<file path="config.mk">
export PLATFORM = sky130hd
export DESIGN_NAME = branch_flag_unit_flat
export DESIGN_NICKNAME = d
export VERILOG_FILES = /design/src/rtl/branch_flag_unit_if.sv /design/src/rtl/branch_flag_unit.sv /design/src/flat_wrapper.sv
export SDC_FILE = /design/constraint.sdc
export NUM_CORES = 1
export LEC_CHECK = 0
export BUFFER_PORTS_ARGS = -buffer_cell sky130_fd_sc_hd__buf_4
export CAP_MARGIN = 20
export CELL_PAD_IN_SITES_DETAIL_PLACEMENT = 0
export CELL_PAD_IN_SITES_GLOBAL_PLACEMENT = 1
export CORE_MARGIN = 2
export CORE_UTILIZATION = 28
export DETAILED_ROUTE_END_ITERATION = 6
export GPL_ROUTABILITY_DRIVEN = 0
export HOLD_SLACK_MARGIN = 0.06
export PLACE_DENSITY_LB_ADDON = 0.1
export SYNTH_ARGS = -nofsm -noshare
export SYNTH_HDL_FRONTEND = slang
export SYNTH_SLANG_ARGS = --single-unit
</file>
<file path="constraint.sdc">
create_clock -name clk -period 5.8 [get_ports clk]
set_input_delay 0.87 -clock clk [delete_from_list [all_inputs] [get_ports clk]]
set_output_delay 0.87 -clock clk [all_outputs]
set_load 0.05 [all_outputs]
</file>
<file path="src/rtl/branch_flag_unit_if.sv">
// Execute-to-fetch link of the branch/flag unit: ALU flag writes and branch
// requests flow in, the flag register, PC redirect and halt status flow out.
// Handshake: each *_valid is a single-cycle qualifier sampled at posedge clk;
// there is no ready, as the unit accepts or deliberately ignores (wrong-path
// or halted) every presented op in the cycle it appears.
interface branch_flag_unit_if #(
  parameter int PC_W  = 16,
  parameter int IMM_W = 9
);
  logic             alu_valid;
  logic [3:0]       alu_opcode;
  logic [2:0]       alu_flags;
  logic             br_valid;
  logic             br_is_reg;
  logic [2:0]       br_ccc;
  logic [IMM_W-1:0] br_imm;
  logic [PC_W-1:0]  br_rs;
  logic [PC_W-1:0]  pc_plus2;
  logic             hlt_valid;
  logic [2:0]       flags;
  logic             redirect;
  logic [PC_W-1:0]  redirect_pc;
  logic             flush;
  logic             halted;
  logic [1:0]       state;

  modport master (
    output alu_valid, alu_opcode, alu_flags, br_valid, br_is_reg, br_ccc,
           br_imm, br_rs, pc_plus2, hlt_valid,
    input  flags, redirect, redirect_pc, flush, halted, state
  );

  modport slave (
    input  alu_valid, alu_opcode, alu_flags, br_valid, br_is_reg, br_ccc,
           br_imm, br_rs, pc_plus2, hlt_valid,
    output flags, redirect, redirect_pc, flush, halted, state
  );
endinterface

</file>
<file path="src/rtl/branch_flag_unit.sv">
// Architectural V/N/Z flag register, branch condition evaluation with
// same-cycle flag forwarding, registered PC redirect/flush, and HLT tracking.
module branch_flag_unit #(
  parameter int PC_W  = 16,
  parameter int IMM_W = 9
) (
  input logic                clk,
  input logic                rst,
  branch_flag_unit_if.slave  bus
);

  typedef enum logic [1:0] {
    RUN    = 2'd0,
    SHADOW = 2'd1,
    HALTED = 2'd2
  } state_t;

  state_t          state_q;
  logic [2:0]      flags_q;
  logic            redirect_q;
  logic [PC_W-1:0] redirect_pc_q;
  logic            halted_q;

  logic            wr_vnz;
  logic            wr_z;
  logic [2:0]      flags_nxt;
  logic            cond_ok;
  logic            taken;
  logic [PC_W-1:0] imm_sext;
  logic [PC_W-1:0] target;

  // Which flag bits the completing ALU op writes (arith: all, logic/shift: Z)
  always_comb begin
    wr_vnz = 1'b0;
    wr_z   = 1'b0;
    if (bus.alu_valid) begin
      case (bus.alu_opcode)
        4'b0000, 4'b0001:                   begin wr_vnz = 1'b1; wr_z = 1'b1; end
        4'b0010, 4'b0100, 4'b0101, 4'b0110: wr_z = 1'b1;
        default: ;
      endcase
    end
  end

  // Post-write flag value; doubles as the forwarded flags seen by a branch
  assign flags_nxt = {wr_vnz ? bus.alu_flags[2] : flags_q[2],
                      wr_vnz ? bus.alu_flags[1] : flags_q[1],
                      wr_z   ? bus.alu_flags[0] : flags_q[0]};

  // Condition evaluation against the effective {V,N,Z}
  always_comb begin
    cond_ok = 1'b0;
    case (bus.br_ccc)
      3'b000: cond_ok = ~flags_nxt[0];
      3'b001: cond_ok = flags_nxt[0];
      3'b010: cond_ok = ~flags_nxt[0] & ~flags_nxt[1];
      3'b011: cond_ok = flags_nxt[1];
      3'b100: cond_ok = flags_nxt[0] | ~flags_nxt[1];
      3'b101: cond_ok = flags_nxt[1] | flags_nxt[0];
      3'b110: cond_ok = flags_nxt[2];
      default: cond_ok = 1'b1;
    endcase
  end

  // Branch target: word offset scaled to bytes, wraps silently at 2^PC_W
  assign imm_sext = {{(PC_W-IMM_W){bus.br_imm[IMM_W-1]}}, bus.br_imm};
  assign target   = bus.br_is_reg ? bus.br_rs
                                  : bus.pc_plus2 + {imm_sext[PC_W-2:0], 1'b0};

  // HLT outranks a simultaneous branch since both cannot be on the real path
  assign taken = bus.br_valid & cond_ok & ~bus.hlt_valid;

  // Control FSM with registered flag, redirect and halt outputs
  always_ff @(posedge clk) begin
    if (rst) begin
      state_q       <= RUN;
      flags_q       <= 3'b000;
      redirect_q    <= 1'b0;
      redirect_pc_q <= '0;
      halted_q      <= 1'b0;
    end else begin
      redirect_q <= 1'b0;
      case (state_q)
        RUN: begin
          flags_q <= flags_nxt;
          if (bus.hlt_valid) begin
            state_q  <= HALTED;
            halted_q <= 1'b1;
          end else if (taken) begin
            state_q       <= SHADOW;
            redirect_q    <= 1'b1;
            redirect_pc_q <= target;
          end
        end
        SHADOW: begin
          // Older ALU op still retires; branch/HLT here are wrong-path
          flags_q <= flags_nxt;
          state_q <= RUN;
        end
        HALTED: begin
          halted_q <= 1'b1;
        end
        default: state_q <= RUN;
      endcase
    end
  end

  assign bus.flags       = flags_q;
  assign bus.redirect    = redirect_q;
  assign bus.flush       = redirect_q;
  assign bus.redirect_pc = redirect_pc_q;
  assign bus.halted      = halted_q;
  assign bus.state       = state_q;

endmodule

</file>
<file path="src/flat_wrapper.sv">
// flat-port wrapper written by rule: the top's interface ports become plain ports
module branch_flag_unit_flat 
#(
  parameter int PC_W  = 16,
  parameter int IMM_W = 9
)
  (clk, rst, bus_alu_valid, bus_alu_opcode, bus_alu_flags, bus_br_valid, bus_br_is_reg, bus_br_ccc, bus_br_imm, bus_br_rs, bus_pc_plus2, bus_hlt_valid, bus_flags, bus_redirect, bus_redirect_pc, bus_flush, bus_halted, bus_state);
  branch_flag_unit_if #(.PC_W(PC_W), .IMM_W(IMM_W)) bus_i ();
  input logic clk;
  input logic rst;
  input wire logic [$bits(bus_i.alu_valid)-1:0] bus_alu_valid;
  input wire logic [$bits(bus_i.alu_opcode)-1:0] bus_alu_opcode;
  input wire logic [$bits(bus_i.alu_flags)-1:0] bus_alu_flags;
  input wire logic [$bits(bus_i.br_valid)-1:0] bus_br_valid;
  input wire logic [$bits(bus_i.br_is_reg)-1:0] bus_br_is_reg;
  input wire logic [$bits(bus_i.br_ccc)-1:0] bus_br_ccc;
  input wire logic [$bits(bus_i.br_imm)-1:0] bus_br_imm;
  input wire logic [$bits(bus_i.br_rs)-1:0] bus_br_rs;
  input wire logic [$bits(bus_i.pc_plus2)-1:0] bus_pc_plus2;
  input wire logic [$bits(bus_i.hlt_valid)-1:0] bus_hlt_valid;
  output wire logic [$bits(bus_i.flags)-1:0] bus_flags;
  output wire logic [$bits(bus_i.redirect)-1:0] bus_redirect;
  output wire logic [$bits(bus_i.redirect_pc)-1:0] bus_redirect_pc;
  output wire logic [$bits(bus_i.flush)-1:0] bus_flush;
  output wire logic [$bits(bus_i.halted)-1:0] bus_halted;
  output wire logic [$bits(bus_i.state)-1:0] bus_state;
  assign bus_i.alu_valid = bus_alu_valid;
  assign bus_i.alu_opcode = bus_alu_opcode;
  assign bus_i.alu_flags = bus_alu_flags;
  assign bus_i.br_valid = bus_br_valid;
  assign bus_i.br_is_reg = bus_br_is_reg;
  assign bus_i.br_ccc = bus_br_ccc;
  assign bus_i.br_imm = bus_br_imm;
  assign bus_i.br_rs = bus_br_rs;
  assign bus_i.pc_plus2 = bus_pc_plus2;
  assign bus_i.hlt_valid = bus_hlt_valid;
  assign bus_flags = bus_i.flags;
  assign bus_redirect = bus_i.redirect;
  assign bus_redirect_pc = bus_i.redirect_pc;
  assign bus_flush = bus_i.flush;
  assign bus_halted = bus_i.halted;
  assign bus_state = bus_i.state;
  branch_flag_unit #(.PC_W(PC_W), .IMM_W(IMM_W)) u_core (.clk(clk), .rst(rst), .bus(bus_i));
endmodule
</file>
==> impl_metrics.env <==
export IMPL_cts_hold_buf=0
export IMPL_synth_edff_count=0
export IMPL_syn_cell_area_um2=1890
export IMPL_whs_path_depth=1
export IMPL_combPwrFrac=0.429
export IMPL_cts_setup_buffers=0
export IMPL_hold_viol_final=0
export IMPL_post_route_util=0.404
export IMPL_dr_total_vias=1870
export IMPL_dp_slack_ns=2.38
export IMPL_fin_ws_ns=2.83
export IMPL_nets=372
export IMPL_port_buffers=80
export IMPL_synth_seq_cells=23
export IMPL_path_buf_inv=2
export IMPL_status="completed"
export IMPL_viasPerCell=4.97
export IMPL_total_power_mw=0.476
export IMPL_h_tree_depth=1
export IMPL_critical_path_required_ns=6.01
export IMPL_cts_sinks=23
export IMPL_cp_depth=11
export IMPL_grt_start_max_net_pins=25
export IMPL_setup_viol_count_final=0
export IMPL_drive_gt1_frac=0.341
export IMPL_clockBufferDepth=2
export IMPL_sw_frac_of_total=0.363
export IMPL_antenna_found_initial=0
export IMPL_p_int_mw=0.304
export IMPL_wl_per_cell_um=13.8
export IMPL_yosys_area_top_type="dfxtp_1"
export IMPL_skew_ns=0.00772
export IMPL_path_cells="buf_4, ha_1, inv_1, fa_1, and2b_1, o211ai_1, a211o_1, a31oi_2, xnor2_1, a2111oi_0, a31o_1"
export IMPL_power_frac_clock=0.208
export IMPL_vdd_drop_max_mv=0.0912
export IMPL_synth_cell_types=55
export IMPL_fmax_mhz=337
export IMPL_slowest_stage="fa_1"
export IMPL_dieArea_um2=7430
export IMPL_cap_violations=0
export IMPL_clkTransAtPathRegs_ns=0.08
export IMPL_ant_nets=0
export IMPL_rsz0062_at_grt="no"
export IMPL_min_path_type="register to register"
export IMPL_timing_slew_headroom=0.665
export IMPL_critPathKind="input port to register"
export IMPL_cp_start_kind="input port"
export IMPL_ys_flop_type="dfxtp_1"
export IMPL_syn_nets=294
export IMPL_initialDrtViolationCount=45
export IMPL_crit_arrival_ns=3.18
export IMPL_hpwl_um=4160
export IMPL_fin_setup_tns_ns=0
export IMPL_drv_slew=0
export IMPL_ys_warn_count=0
export IMPL_grt_overflow=0
export IMPL_seq_area_frac_synth=0.244
export IMPL_pin_count=81
export IMPL_worstHoldStart="u_core.bus.halted"
export IMPL_rr_worst_depth=7
export IMPL_slowest_delay_ns=0.40
export IMPL_rows=29
export IMPL_start_util=0.294
export IMPL_grt_pass1_vias=1838
export IMPL_clock_latency_ns=0.26
export IMPL_p_per_area_nw_per_um2=183
export IMPL_cts_tree="yes"
export IMPL_period_needed_ns=2.97
export IMPL_power_leakage_nw=1.21
export IMPL_crit_family="compound AO/OA/AOI/OAI gates"
export IMPL_fp_coreArea_um2=6420
export IMPL_cts_root_buf="clkbuf_8"
export IMPL_fillers=672
export IMPL_worst_pin_slew_ns=0.502
export IMPL_path_max_fanout=3
export IMPL_rr_startpoint="u_core.bus.state[1]"
export IMPL_drc_errors=0
export IMPL_die_x_um=86.2
export IMPL_diodes=0
export IMPL_seqPwrFrac=0.363
export IMPL_die_h_um=86.2
export IMPL_numCtsBuffers=3
export IMPL_track_usage=0.146
export IMPL_synth_area_leaders="dfxtp_1, ha_1, mux2i_1, nor2_1, o21ai_0"
export IMPL_p_switching_mw=0.173
export IMPL_synthArstFlopShare=0
export IMPL_drt_pass1_iterations=4
export IMPL_syn2layout_area_growth_pct=37.3
export IMPL_synth_common_cells="dfxtp_1, nor2_1, nand2_1, o21ai_0"
export IMPL_end_kind="register"
export IMPL_post_synth_top_count_cell="dfxtp_1"
export IMPL_netlist_area_leader_share=0.244
export IMPL_cts_resized=0
export IMPL_syn_inst=222
export IMPL_grt_pass1_wl_um=8860
export IMPL_routed_wl_um=5210
export IMPL_fin_crit_sh=0.512
export IMPL_startpoint="bus_pc_plus2[1]"
export IMPL_syn_avg_cell_area_um2=8.52
-- flip-flops by register name, summed over array words and instances (netlist names) --
signal / count
u_core.bus.redirect_pc: 16
u_core.bus.flush: 1
u_core.bus.state: 2
u_core.bus.halted: 1
u_core.bus.flags: 3
-- placed cells by master (no fill, tap or decap), types with 5 or more instances in the layout --
| master | count |
|---|---|
| a211oi_1 | 5 |
| a21o_1 | 6 |
| a21oi_1 | 8 |
| a31oi_1 | 9 |
| buf_4 | 80 |
| dfxtp_1 | 23 |
| ha_1 | 14 |
| inv_1 | 10 |
| mux2i_1 | 14 |
| nand2_1 | 18 |
| nor2_1 | 20 |
| nor2b_1 | 9 |
| nor3_1 | 5 |
| o21ai_0 | 15 |
| xnor2_1 | 6 |
-- path summary, 6_finish.rpt --
| kind | endpoint | slack (ns) |
|---|---|---|
| worst min register to register | u_core.bus.halted | 0.47 |
| worst min-delay path | u_core.bus.halted | 0.47 |
| worst max register to register | u_core.bus.redirect_pc[13] | 3.67 |
| worst max-delay path | u_core.bus.redirect_pc[13] | 2.83 |
-- through the flow --
step,instance area (µm²),cells,hold slack (ns)
global route,2600,376,0.485
detailed placement,2540,371,0.447
floorplan,1890,222,0.692
global placement,2540,371,0.437
CTS,2580,375,0.467
finish,2600,376,0.469
-- logic make-up (layout without fill, tap and decap cells) --
kind of cell / Yosys count / count (layout) / synth area share
simple gates: 70 / 70 / 0.194
compound gates: 69 / 69 / 0.281
flops: 23 / 23 / 0.244
buf+inv: 20 / 97 / 0.0496
fa+ha+maj: 15 / 15 / 0.103
mux: 15 / 15 / 0.0821
xor+xnor: 10 / 10 / 0.0463
-- power by group through the flow --
stage | clock (mW) | combinational, mW | sequential, mW
2_1_floorplan | 0 | 0.105 | 0.207
3_3_place_gp | 0 | 0.206 | 0.177
3_5_place_dp | 0 | 0.205 | 0.177
4_1_cts | 0.104 | 0.206 | 0.173
5_1_grt | 0.110 | 0.226 | 0.174
6_report | 0.0988 | 0.204 | 0.173
-- area by class of cell --
cell class	count	area (µm²)	area share
clock buffers	3	41.3	0.0159
flip-flops and latches	23	460	0.177
well taps	77	96.3	0.0371
clock inverters	1	5.00	0.00193
inverters	12	45.0	0.0173
multi-input cells	179	1340	0.515
repair buffers	81	612	0.236
-- layer usage --
| metal | share of wire | wire length, µm | track usage |
|---|---|---|---|
| met1 | 0.48 | 2500 | 0.197 |
| met2 | 0.45 | 2350 | 0.242 |
| met3 | 0.065 | 336 | 0.0400 |
| met4 | 0.0035 | 18 | 0.0170 |
| met5 | 0 | 0 | 0 |
Note: power is estimated with default switching activity, not from simulation.
